$ cat src/rtl/mem_responder_pkg.sv
// Shared command/state encodings and default I/O addresses for the CPU memory
// interface, used by the responder, its interface and the requester side.
package mem_responder_pkg;

  typedef enum logic [1:0] {
    MNONE  = 2'b00,
    MREAD  = 2'b01,
    MWRITE = 2'b10,
    MRSVD  = 2'b11
  } mem_cmd_t;

  typedef enum logic [1:0] {
    IDLE = 2'b00,
    BUSY = 2'b01,
    DONE = 2'b10
  } state_t;

  localparam logic [8:0] LED_ADDR_DEF = 9'h100;
  localparam logic [8:0] SW_ADDR_DEF  = 9'h140;

  // The reserved encoding is deliberately not an access.
  function automatic logic is_access(mem_cmd_t cmd);
    return (cmd == MREAD) || (cmd == MWRITE);
  endfunction

endpackage

$ cat src/rtl/mem_responder_if.sv
// CPU memory bus: request (cmd/addr/wdata) from the master, registered load
// data plus ready/error strobes back from the slave.
interface mem_responder_if #(
  parameter int ADDR_W = 9,
  parameter int DATA_W = 16
);
  import mem_responder_pkg::*;

  mem_cmd_t            mem_cmd;
  logic [ADDR_W-1:0]   mem_addr;
  logic [DATA_W-1:0]   write_data;
  logic [DATA_W-1:0]   read_data;
  logic                mem_ready;
  logic                bus_err;

  modport master (
    output mem_cmd, mem_addr, write_data,
    input  read_data, mem_ready, bus_err
  );

  modport slave (
    input  mem_cmd, mem_addr, write_data,
    output read_data, mem_ready, bus_err
  );

endinterface

$ cat src/rtl/mem_responder_ram_1p.sv
// Single-port RAM: synchronous write, combinational (asynchronous) read.
// Contents are never reset.
module mem_responder_ram_1p #(
  parameter int DEPTH     = 256,
  parameter int WIDTH     = 16,
  parameter int AW        = $clog2(DEPTH),
  parameter     INIT_FILE = ""
) (
  input  logic             i_clk,
  input  logic             i_we,
  input  logic [AW-1:0]    i_addr,
  input  logic [WIDTH-1:0] i_wdata,
  output logic [WIDTH-1:0] o_rdata
);

  logic [WIDTH-1:0] r_mem [DEPTH];

  always_ff @(posedge i_clk) begin
    if (i_we) r_mem[i_addr] <= i_wdata;
  end

  assign o_rdata = r_mem[i_addr];

endmodule

$ cat src/rtl/mem_responder.sv
// Memory-side responder: one request at a time into a data RAM, an LED register
// and a synchronized switch port, with programmable wait states and a ready strobe.
module mem_responder
  import mem_responder_pkg::*;
#(
  parameter int              DATA_W      = 16,
  parameter int              ADDR_W      = 9,
  parameter int              RAM_DEPTH   = 256,
  parameter int              WAIT_CYCLES = 0,
  parameter logic [ADDR_W-1:0] LED_ADDR  = LED_ADDR_DEF,
  parameter logic [ADDR_W-1:0] SW_ADDR   = SW_ADDR_DEF,
  parameter                  INIT_FILE   = "data.txt"
) (
  input  logic                 clk,
  input  logic                 reset,
  mem_responder_if.slave       bus,
  input  logic [7:0]           i_sw,
  output logic [7:0]           o_leds
);

  localparam int RIDX_W = $clog2(RAM_DEPTH);
  localparam int CNT_W  = 4;

  state_t              r_state;
  state_t              w_next;
  logic                w_accept;
  mem_cmd_t            r_cmd;
  logic [ADDR_W-1:0]   r_addr;
  logic [DATA_W-1:0]   r_wdata;
  logic [CNT_W-1:0]    r_cnt;
  logic [DATA_W-1:0]   r_rdata;
  logic [7:0]          r_leds;
  logic [7:0]          r_sw_meta;
  logic [7:0]          r_sw_sync;

  logic                w_access;
  logic                w_is_ram;
  logic                w_is_led;
  logic                w_is_sw;
  logic                w_unmapped;
  logic                w_ram_we;
  logic [DATA_W-1:0]   w_ram_rdata;
  logic [DATA_W-1:0]   w_load;

  // ---------------------------------------------------------------- FSM
  always_ff @(posedge clk or posedge reset) begin
    if (reset) r_state <= IDLE;
    else       r_state <= w_next;
  end

  always_comb begin
    w_next   = r_state;
    w_accept = 1'b0;
    case (r_state)
      IDLE: begin
        if (is_access(bus.mem_cmd)) begin
          w_accept = 1'b1;
          w_next   = BUSY;
        end
      end
      BUSY:    if (r_cnt == '0) w_next = DONE;
      DONE:    w_next = IDLE;
      default: w_next = IDLE;
    endcase
  end

  // The access commits on the BUSY->DONE edge, from latched request values only.
  assign w_access = (r_state == BUSY) && (r_cnt == '0);

  // ------------------------------------------------------ request latches
  always_ff @(posedge clk) begin
    if (w_accept) begin
      r_cmd   <= bus.mem_cmd;
      r_addr  <= bus.mem_addr;
      r_wdata <= bus.write_data;
    end
  end

  always_ff @(posedge clk or posedge reset) begin
    if (reset)             r_cnt <= '0;
    else if (w_accept)     r_cnt <= CNT_W'(WAIT_CYCLES);
    else if (r_state == BUSY && r_cnt != '0) r_cnt <= r_cnt - 1'b1;
  end

  // ------------------------------------------------------ address decode
  assign w_is_ram   = ~r_addr[ADDR_W-1];
  assign w_is_led   = (r_addr == LED_ADDR);
  assign w_is_sw    = (r_addr == SW_ADDR);
  assign w_unmapped = ~(w_is_ram | w_is_led | w_is_sw);
  assign w_ram_we   = w_access && (r_cmd == MWRITE) && w_is_ram;

  mem_responder_ram_1p #(
    .DEPTH     (RAM_DEPTH),
    .WIDTH     (DATA_W),
    .AW        (RIDX_W),
    .INIT_FILE (INIT_FILE)
  ) u_ram (
    .i_clk   (clk),
    .i_we    (w_ram_we),
    .i_addr  (r_addr[RIDX_W-1:0]),
    .i_wdata (r_wdata),
    .o_rdata (w_ram_rdata)
  );

  always_comb begin
    w_load = '0;
    if (w_is_ram)      w_load = w_ram_rdata;
    else if (w_is_led) w_load = {{(DATA_W-8){1'b0}}, r_leds};
    else if (w_is_sw)  w_load = {{(DATA_W-8){1'b0}}, r_sw_sync};
  end

  // ------------------------------------------------- registered outputs
  always_ff @(posedge clk or posedge reset) begin
    if (reset) begin
      r_rdata <= '0;
      r_leds  <= '0;
    end else if (w_access) begin
      if (r_cmd == MREAD)                 r_rdata <= w_load;
      if (r_cmd == MWRITE && w_is_led)    r_leds  <= r_wdata[7:0];
    end
  end

  // Switches are asynchronous to clk; reads only ever see the second stage.
  always_ff @(posedge clk or posedge reset) begin
    if (reset) begin
      r_sw_meta <= '0;
      r_sw_sync <= '0;
    end else begin
      r_sw_meta <= i_sw;
      r_sw_sync <= r_sw_meta;
    end
  end

  assign bus.read_data = r_rdata;
  assign bus.mem_ready = (r_state == DONE);
  assign bus.bus_err   = (r_state == DONE) && w_unmapped;
  assign o_leds        = r_leds;

endmodule

$ cat src/flat_wrapper.sv
// flat-port wrapper written by rule: the top's interface ports become plain ports
module mem_responder_flat import mem_responder_pkg::*;
#(
  parameter int              DATA_W      = 16,
  parameter int              ADDR_W      = 9,
  parameter int              RAM_DEPTH   = 256,
  parameter int              WAIT_CYCLES = 0,
  parameter logic [ADDR_W-1:0] LED_ADDR  = LED_ADDR_DEF,
  parameter logic [ADDR_W-1:0] SW_ADDR   = SW_ADDR_DEF,
  parameter                  INIT_FILE   = "        "
)
  (clk, reset, i_sw, o_leds, bus_mem_cmd, bus_mem_addr, bus_write_data, bus_read_data, bus_mem_ready, bus_bus_err);
  mem_responder_if #(.ADDR_W(ADDR_W), .DATA_W(DATA_W)) bus_i ();
  input  logic clk;
  input  logic reset;
  input  logic [7:0] i_sw;
  output logic [7:0] o_leds;
  input wire logic [$bits(bus_i.mem_cmd)-1:0] bus_mem_cmd;
  input wire logic [$bits(bus_i.mem_addr)-1:0] bus_mem_addr;
  input wire logic [$bits(bus_i.write_data)-1:0] bus_write_data;
  output wire logic [$bits(bus_i.read_data)-1:0] bus_read_data;
  output wire logic [$bits(bus_i.mem_ready)-1:0] bus_mem_ready;
  output wire logic [$bits(bus_i.bus_err)-1:0] bus_bus_err;
  assign bus_i.mem_cmd = bus_mem_cmd;
  assign bus_i.mem_addr = bus_mem_addr;
  assign bus_i.write_data = bus_write_data;
  assign bus_read_data = bus_i.read_data;
  assign bus_mem_ready = bus_i.mem_ready;
  assign bus_bus_err = bus_i.bus_err;
  mem_responder #(.DATA_W(DATA_W), .ADDR_W(ADDR_W), .RAM_DEPTH(RAM_DEPTH), .WAIT_CYCLES(WAIT_CYCLES), .LED_ADDR(LED_ADDR), .SW_ADDR(SW_ADDR), .INIT_FILE(INIT_FILE)) u_core (.clk(clk), .reset(reset), .bus(bus_i), .i_sw(i_sw), .o_leds(o_leds));
endmodule
$ cat config.mk
export PLATFORM = sky130hd
export DESIGN_NAME = mem_responder_flat
export DESIGN_NICKNAME = d
export VERILOG_FILES = /design/src/rtl/mem_responder_pkg.sv /design/src/rtl/mem_responder_if.sv /design/src/rtl/mem_responder_ram_1p.sv /design/src/rtl/mem_responder.sv /design/src/flat_wrapper.sv
export SDC_FILE = /design/constraint.sdc
export NUM_CORES = 2
export LEC_CHECK = 0
export ABC_AREA = 1
export CORE_UTILIZATION = 25
export DETAILED_ROUTE_END_ITERATION = 10
export PLACE_DENSITY = 0.36
export SYNTH_ARGS = -nofsm -noshare
export SYNTH_HDL_FRONTEND = slang
export SYNTH_SLANG_ARGS = --single-unit
$ cat constraint.sdc
create_clock -name clk -period 7.4 [get_ports clk]
set_clock_uncertainty 0.1 [all_clocks]
set_input_delay 1.48 -clock clk [delete_from_list [all_inputs] [get_ports clk]]
set_output_delay 1.48 -clock clk [all_outputs]
set_load 0.01 [all_outputs]
After elaboration in Yosys (flattened, before gate mapping):

Memories as Yosys holds them, arrays and structs flattened. A register that Yosys moved wholly into a read port is not among the register bits.
Cells that the tools add are included.

* register bits after elaboration: 73
* memory bits (writable): 4096
* input port bits: 37
* output and inout port bits: 26
* word-level logic and storage cells: 52
* memories kept: 1

Memories
* u_core.u_ram.r_mem: depth 256, width 16, read ports 1, clocked after Yosys merged registers in 1, wr ports 1, RTL line mem_responder_ram_1p.sv:16 `logic [WIDTH-1:0] r_mem [DEPTH];`

* add/subtract/negate cells: 1
* equal/unequal tests: 10
* multiplexer cells: 13
* bitwise gates (word level): 4
* reduce and logical (&&, ||, !) cells: 14

Operators by type and width (number)
* $mux 16: 2
* $eq 9x9->1 const B: 2
* $mux 8: 2
* $mux 4: 2
* $eq 2x1->1 const B: 3
* $eq 2x2->1 const B: 3
* $logic_and 1x1->1: 6
* $reduce_and 2->1: 3
* $logic_not 4->1: 1
* $mux 1: 4
* $mux 2: 2
* $pmux 2 s2: 1
* $reduce_bool 4->1: 1
* $sub 4x1->4 const B: 1
* $logic_not 2->1: 1
* $ne 2x1->1 const B: 1
* $ne 2x2->1 const B: 1
* $not 1->1: 2
* $or 1x1->1: 2
* $reduce_bool 2->1: 1
* $logic_or 1x1->1: 1

Logic depth before layout (Yosys ltp):

* word-level depth: 6
* depth in mapped cells: 17
* gate-level depth less buffers: 13

By module:

A second synthesis with hierarchy kept.

* cells, all modules: 15913
* area, all modules: 170662.4 sq um

By module, submodules not included
* mem_responder_ram_1p: times used 1, cells each 15646, area an instance 167790.9 sq um, seq. area each 122998.0 sq um
* mem_responder: times used 1, cells each 267, area an instance 2871.5 sq um, seq. area each 1961.9 sq um

Worst setup path before layout:

Ideal clock, no wire load.

* path type: reg-to-reg
* from: register u_core.r_wdata[0]
* to: memory u_core.u_ram.r_mem[0][0], data pin
* library setup time: 820 ps
* arrival time: 3240 ps
* data required time: 6480 ps
* setup slack: 3240 ps
* stages on the path, launching flop included: 1
* path buffers: 0
* period minus slack after synthesis: 4160 ps
* cells stage by stage: edfxtp_1

RTL lines
* start, declared: RTL line mem_responder.sv:29 `logic [DATA_W-1:0] r_wdata;`
* start signal, assigned: RTL line mem_responder.sv:75 `r_wdata <= bus.write_data;`
* end, declared: RTL line mem_responder_ram_1p.sv:16

No word-level cell before the write port.

Worst setup path in the final report:

* from: register u_core.r_addr[0]
* to: output port bus_bus_err

* longest elaborated chain between the ends: 5
* elaborated cells between the ends (all ways): 6
* classes of those cells: eq/ne: 2; bitwise: 3; reduce/logical: 1

Ends and longest elaborated chain
* start, declared: RTL line mem_responder.sv:28 `logic [ADDR_W-1:0] r_addr;`
* start signal, assigned: RTL line mem_responder.sv:74 `r_addr <= bus.mem_addr;`
* $eq 9x9->1: RTL line mem_responder.sv:87 `assign w_is_led = (r_addr == LED_ADDR);`
* $or 1x1->1: RTL line mem_responder.sv:89 `assign w_unmapped = ~(w_is_ram | w_is_led | w_is_sw);`
* $or 1x1->1 *: RTL line mem_responder.sv:89
* $not 1->1 *: RTL line mem_responder.sv:89
* $logic_and 1x1->1 *: RTL line mem_responder.sv:136 `assign bus.bus_err = (r_state == DONE) && w_unmapped;`
* end, declared: RTL line flat_wrapper.sv:23 `output wire logic [$bits(bus_i.bus_err)-1:0] bus_bus_err;`

Mark *: on every way between the ends. The rest lies on a longest branch, timed or not.

==> flow_summary_export.csv <==
group,metric,value,unit
job,max_cap_viol_count,0,
timing,setup_viol,0,
placement,portBuffers,62,
detailed_routing,first_pass_iters,6,
clocking,ctsResizeCount,0,
critical_path,worstPathRequired,5820,ps
synthesis,synth_seq_cells,4177,
timing,period_needed,5762,ps
global_routing,grt_pass1_vias,102600,
timing,max_freq,0.1736,GHz
floorplanning,start_util,25.13,%
detailed_routing,wl_per_cell,25.44,um
critical_path,cp_max_fo,9,
global_routing,grt_pass1_wl,830300,um
critical_path,critPathSlowestCell,"nor2_1",
critical_path,cp_slowest_stage_delay,900,ps
clocking,root_buffer,"clkbuf_16",
detailed_routing,drt-initial-drc-count,9212,
detailed_routing,vias,106700,
critical_path,critPathLaunchType,"flip-flop",
critical_path,reg2regPathDepth,14,
clocking,cts_tree,"done",
clocking,cts.htree.levels,5,
min_path,whs_path_depth,0,
floorplanning,dieArea,0.6795,mm2
floorplanning,io_pins,63,
synthesis,synth_area_leader_cell,"edfxtp_1",
placement,hpwlAfterDp,322800,um
detailed_routing,drt-total-wl,591900,um
timing,grt_setup_unrepaired,"no",
layout,syn_to_final_growth,14.68,%
timing,worst_slew_pin_slew,1242,ps
clocking,clkSlewWorstSetupHoldPaths,60,ps
synthesis,synth_top_area_share,73.24,%
global_routing,grt_overflow,0,
clocking,clk_latency,1100,ps
timing,setup_tns,0,ps
pwr,ir_drop,0.0002204,V
critical_path,reg2reg_slack,3000,ps
pwr,p_total,66.32,mW
clocking,cts_setup_buffers,0,
min_path,hold_start,"u_core.r_sw_meta[4]$_DFF_PP0_",
critical_path,critPathBufInv,4,
synthesis,ys_seq_area_share,74.01,%
floorplanning,die_y,824.3,um
synthesis,synth_area_per_cell,12.14,um2
floorplanning,die_w,824.3,um
timing,hold_viol,0,
pwr,cellLeakagePower,66.23,nW
detailed_routing,viasPerCell,4.585,
global_routing,grt_antenna_before_repair,38,
synthesis,synthCells,13930,
detailed_routing,ant_nets,0,
synthesis,synth.area.top_cells,"edfxtp_1, nand3_1, nand2_1",
global_routing,grt_usage,16.80,%
detailed_routing,drc_errors,0,
layout,final_layout_size_suffix_gt1_share,8.236,%
layout,n_fill_cell,69230,
min_path,min_path_type,"reg2reg",
synthesis,synth_area,0.1691,mm2
critical_path,critical_path.cell_chain,"nor2_1, nand2_4, inv_1, nand4_1, clkinv_1, nor2_1, buf_4, clkdlybuf4s50_1",
layout,nets,13980,
placement,placed_area,0.1795,mm2
global_routing,grt_max_degree,164,
floorplanning,row_count,301,
floorplanning,coreArea,0.6726,mm2
critical_path,critPathTopFamily,"simple AND/OR/NAND/NOR gates",
layout,final_util,28.82,%
clocking,cts_buffers,468,
placement,place.gp.congestion,0.7674,
synthesis,syn_nets,13970,
critical_path,endpoint_kind,"primary output",
synthesis,synth_warnings,0,
synthesis,netlist-cell-type-count,32,
critical_path,critPathArrivalTime,4180,ps
pwr,p_per_area,342.1,mW/mm2
timing,slew_violations,0,
critical_path,path_common_cell,"nor2_1",
clocking,cts.sinks,4177,
clocking,cts.path.max_buffers,4,
critical_path,setup.worst_path.class,"reg2out",
layout,final_cell_area,0.1939,mm2
timing,finalCritPeriodShare,77.86,%
timing,slew_headroom,17.12,%
critical_path,r2r_end,"u_core.bus.read_data[0]$_DFFE_PP0P_",
run_status,status,"completed",
clocking,cts_hold_buffers,0,
min_path,hold_path_end,"u_core.r_sw_sync[4]$_DFF_PP0_",
timing,holdWs,246.9,ps
==> state kept, by name, indices dropped and copies added (netlist names), named ones only <==
signal                cells
u_core.r_wdata           16
u_core.r_sw_meta          8
u_core.r_cmd              2
u_core.r_sw_sync          8
u_core.bus.read_data     16
u_core.u_ram.r_mem     4096
u_core.r_addr             9
u_core.r_state            2
u_core.r_cnt              4
u_core.o_leds             8
==> layout make-up <==
type | count | area, um2 | area share, %
clock inverters | 249 | 1932 | 0.9965
flip-flops and latches | 4177 | 125100 | 64.55
diodes | 14 | 35.03 | 0.01807
well taps | 8938 | 11180 | 5.769
clock buffers | 599 | 12410 | 6.402
repair buffers | 477 | 4511 | 2.327
inverters | 35 | 183.9 | 0.09487
multi-input cells | 8779 | 38460 | 19.84
==> metrics by stage <==
step,instances,setup slack (ps)
after detailed placement,22410,2572
final,23270,1638
after global placement,22400,2613
after CTS,23250,1366
after global routing,23260,1454
after floorplan,13930,3240
==> where the power goes <==
part           total, mW  internal, mW  switching (mW)
Clock               22.4          12.5            9.92
Sequential          27.3          26.9           0.428
Combinational       16.6          3.71            12.9
Total               66.3          43.0            23.3
==> kinds of logic (layout without fill, tap and decap cells) <==
logic type / Yosys count / count (layout) / share of synthesized area (%)
mux: 8 / 8 / 0.05329
fa+ha+maj: 2 / 2 / 0.01480
other cells: 0 / 14 / 0
compound gates: 25 / 25 / 0.08364
buf+inv: 974 / 1360 / 3.465
flops: 4177 / 4177 / 74.01
simple gates: 8744 / 8744 / 22.37
==> worst reg2reg max path: stages (launching register included) <==
cell	delay, ps
dfxtp_4	820
buf_4	720
buf_12	640
nand2_1	200
nand3_1	150
nand3_1	170
nand3_1	160
nand3_1	250
nand2_1	300
nand2_1	90
nand2_1	280
nand2_1	100
nand3_1	80
nand3_1	180
nand2_1	120
==> Yosys cell counts, drive strengths merged <==
library cell     n
edfxtp        4123
clkinv           2
dfrtp           46
ha               2
nor4             1
o21ai           19
dfxtp            8
clkbuf         139
mux2             8
nor3             6
nor2           273
nand2         4563
nand3         3898
o22ai            1
buf            800
inv             33
a221o            3
or2              1
nand4            2
a21oi            2
==> cells in the final DEF (no fill, tap or decap), types with 25 or more instances in the layout <==
cell | synthesis | final
buf_12 | 1 | 61
clkinv_1 | 2 | 132
edfxtp_1 | 4123 | 4123
nand3_1 | 3897 | 3897
nor2_1 | 270 | 168
nor2_2 | 3 | 102
clkbuf_16 | 0 | 475
nand2_1 | 4549 | 4534
dfrtp_1 | 46 | 46
clkinv_2 | 0 | 62
buf_4 | 92 | 352
clkdlybuf4s50_1 | 0 | 62
clkbuf_1 | 138 | 118
inv_1 | 28 | 25
==> per-layer routing <==
metal  track usage, %  part of all wire [%]  wire [um]
met1            24.67                    48     283600
met2            26.78                    46     270700
met3            1.947                   4.3      25370
met4            3.356                   2.1      12230
met5                0                0.0022         13
==> worst max-delay path by stage <==
| stage | from | endpoint | slack (ps) | depth (start not counted) |
|---|---|---|---|---|
| after floorplan | u_core.r_wdata[0]$_DFFE_PP_ | u_core.u_ram.r_mem[0][0]$_DFFE_PP_ | 3240 | 0 |
| after global placement | u_core.r_addr[1]$_DFFE_PP_ | bus_bus_err | 2610 | 8 |
| after detailed placement | u_core.r_addr[0]$_DFFE_PP_ | bus_bus_err | 2570 | 8 |
| after CTS | u_core.r_addr[0]$_DFFE_PP_ | bus_bus_err | 1370 | 8 |
| after global routing | u_core.r_addr[0]$_DFFE_PP_ | bus_bus_err | 1450 | 8 |
| final | u_core.r_addr[0]$_DFFE_PP_ | bus_bus_err | 1640 | 8 |
No activity file was read; power rests on OpenSTA's default activity.
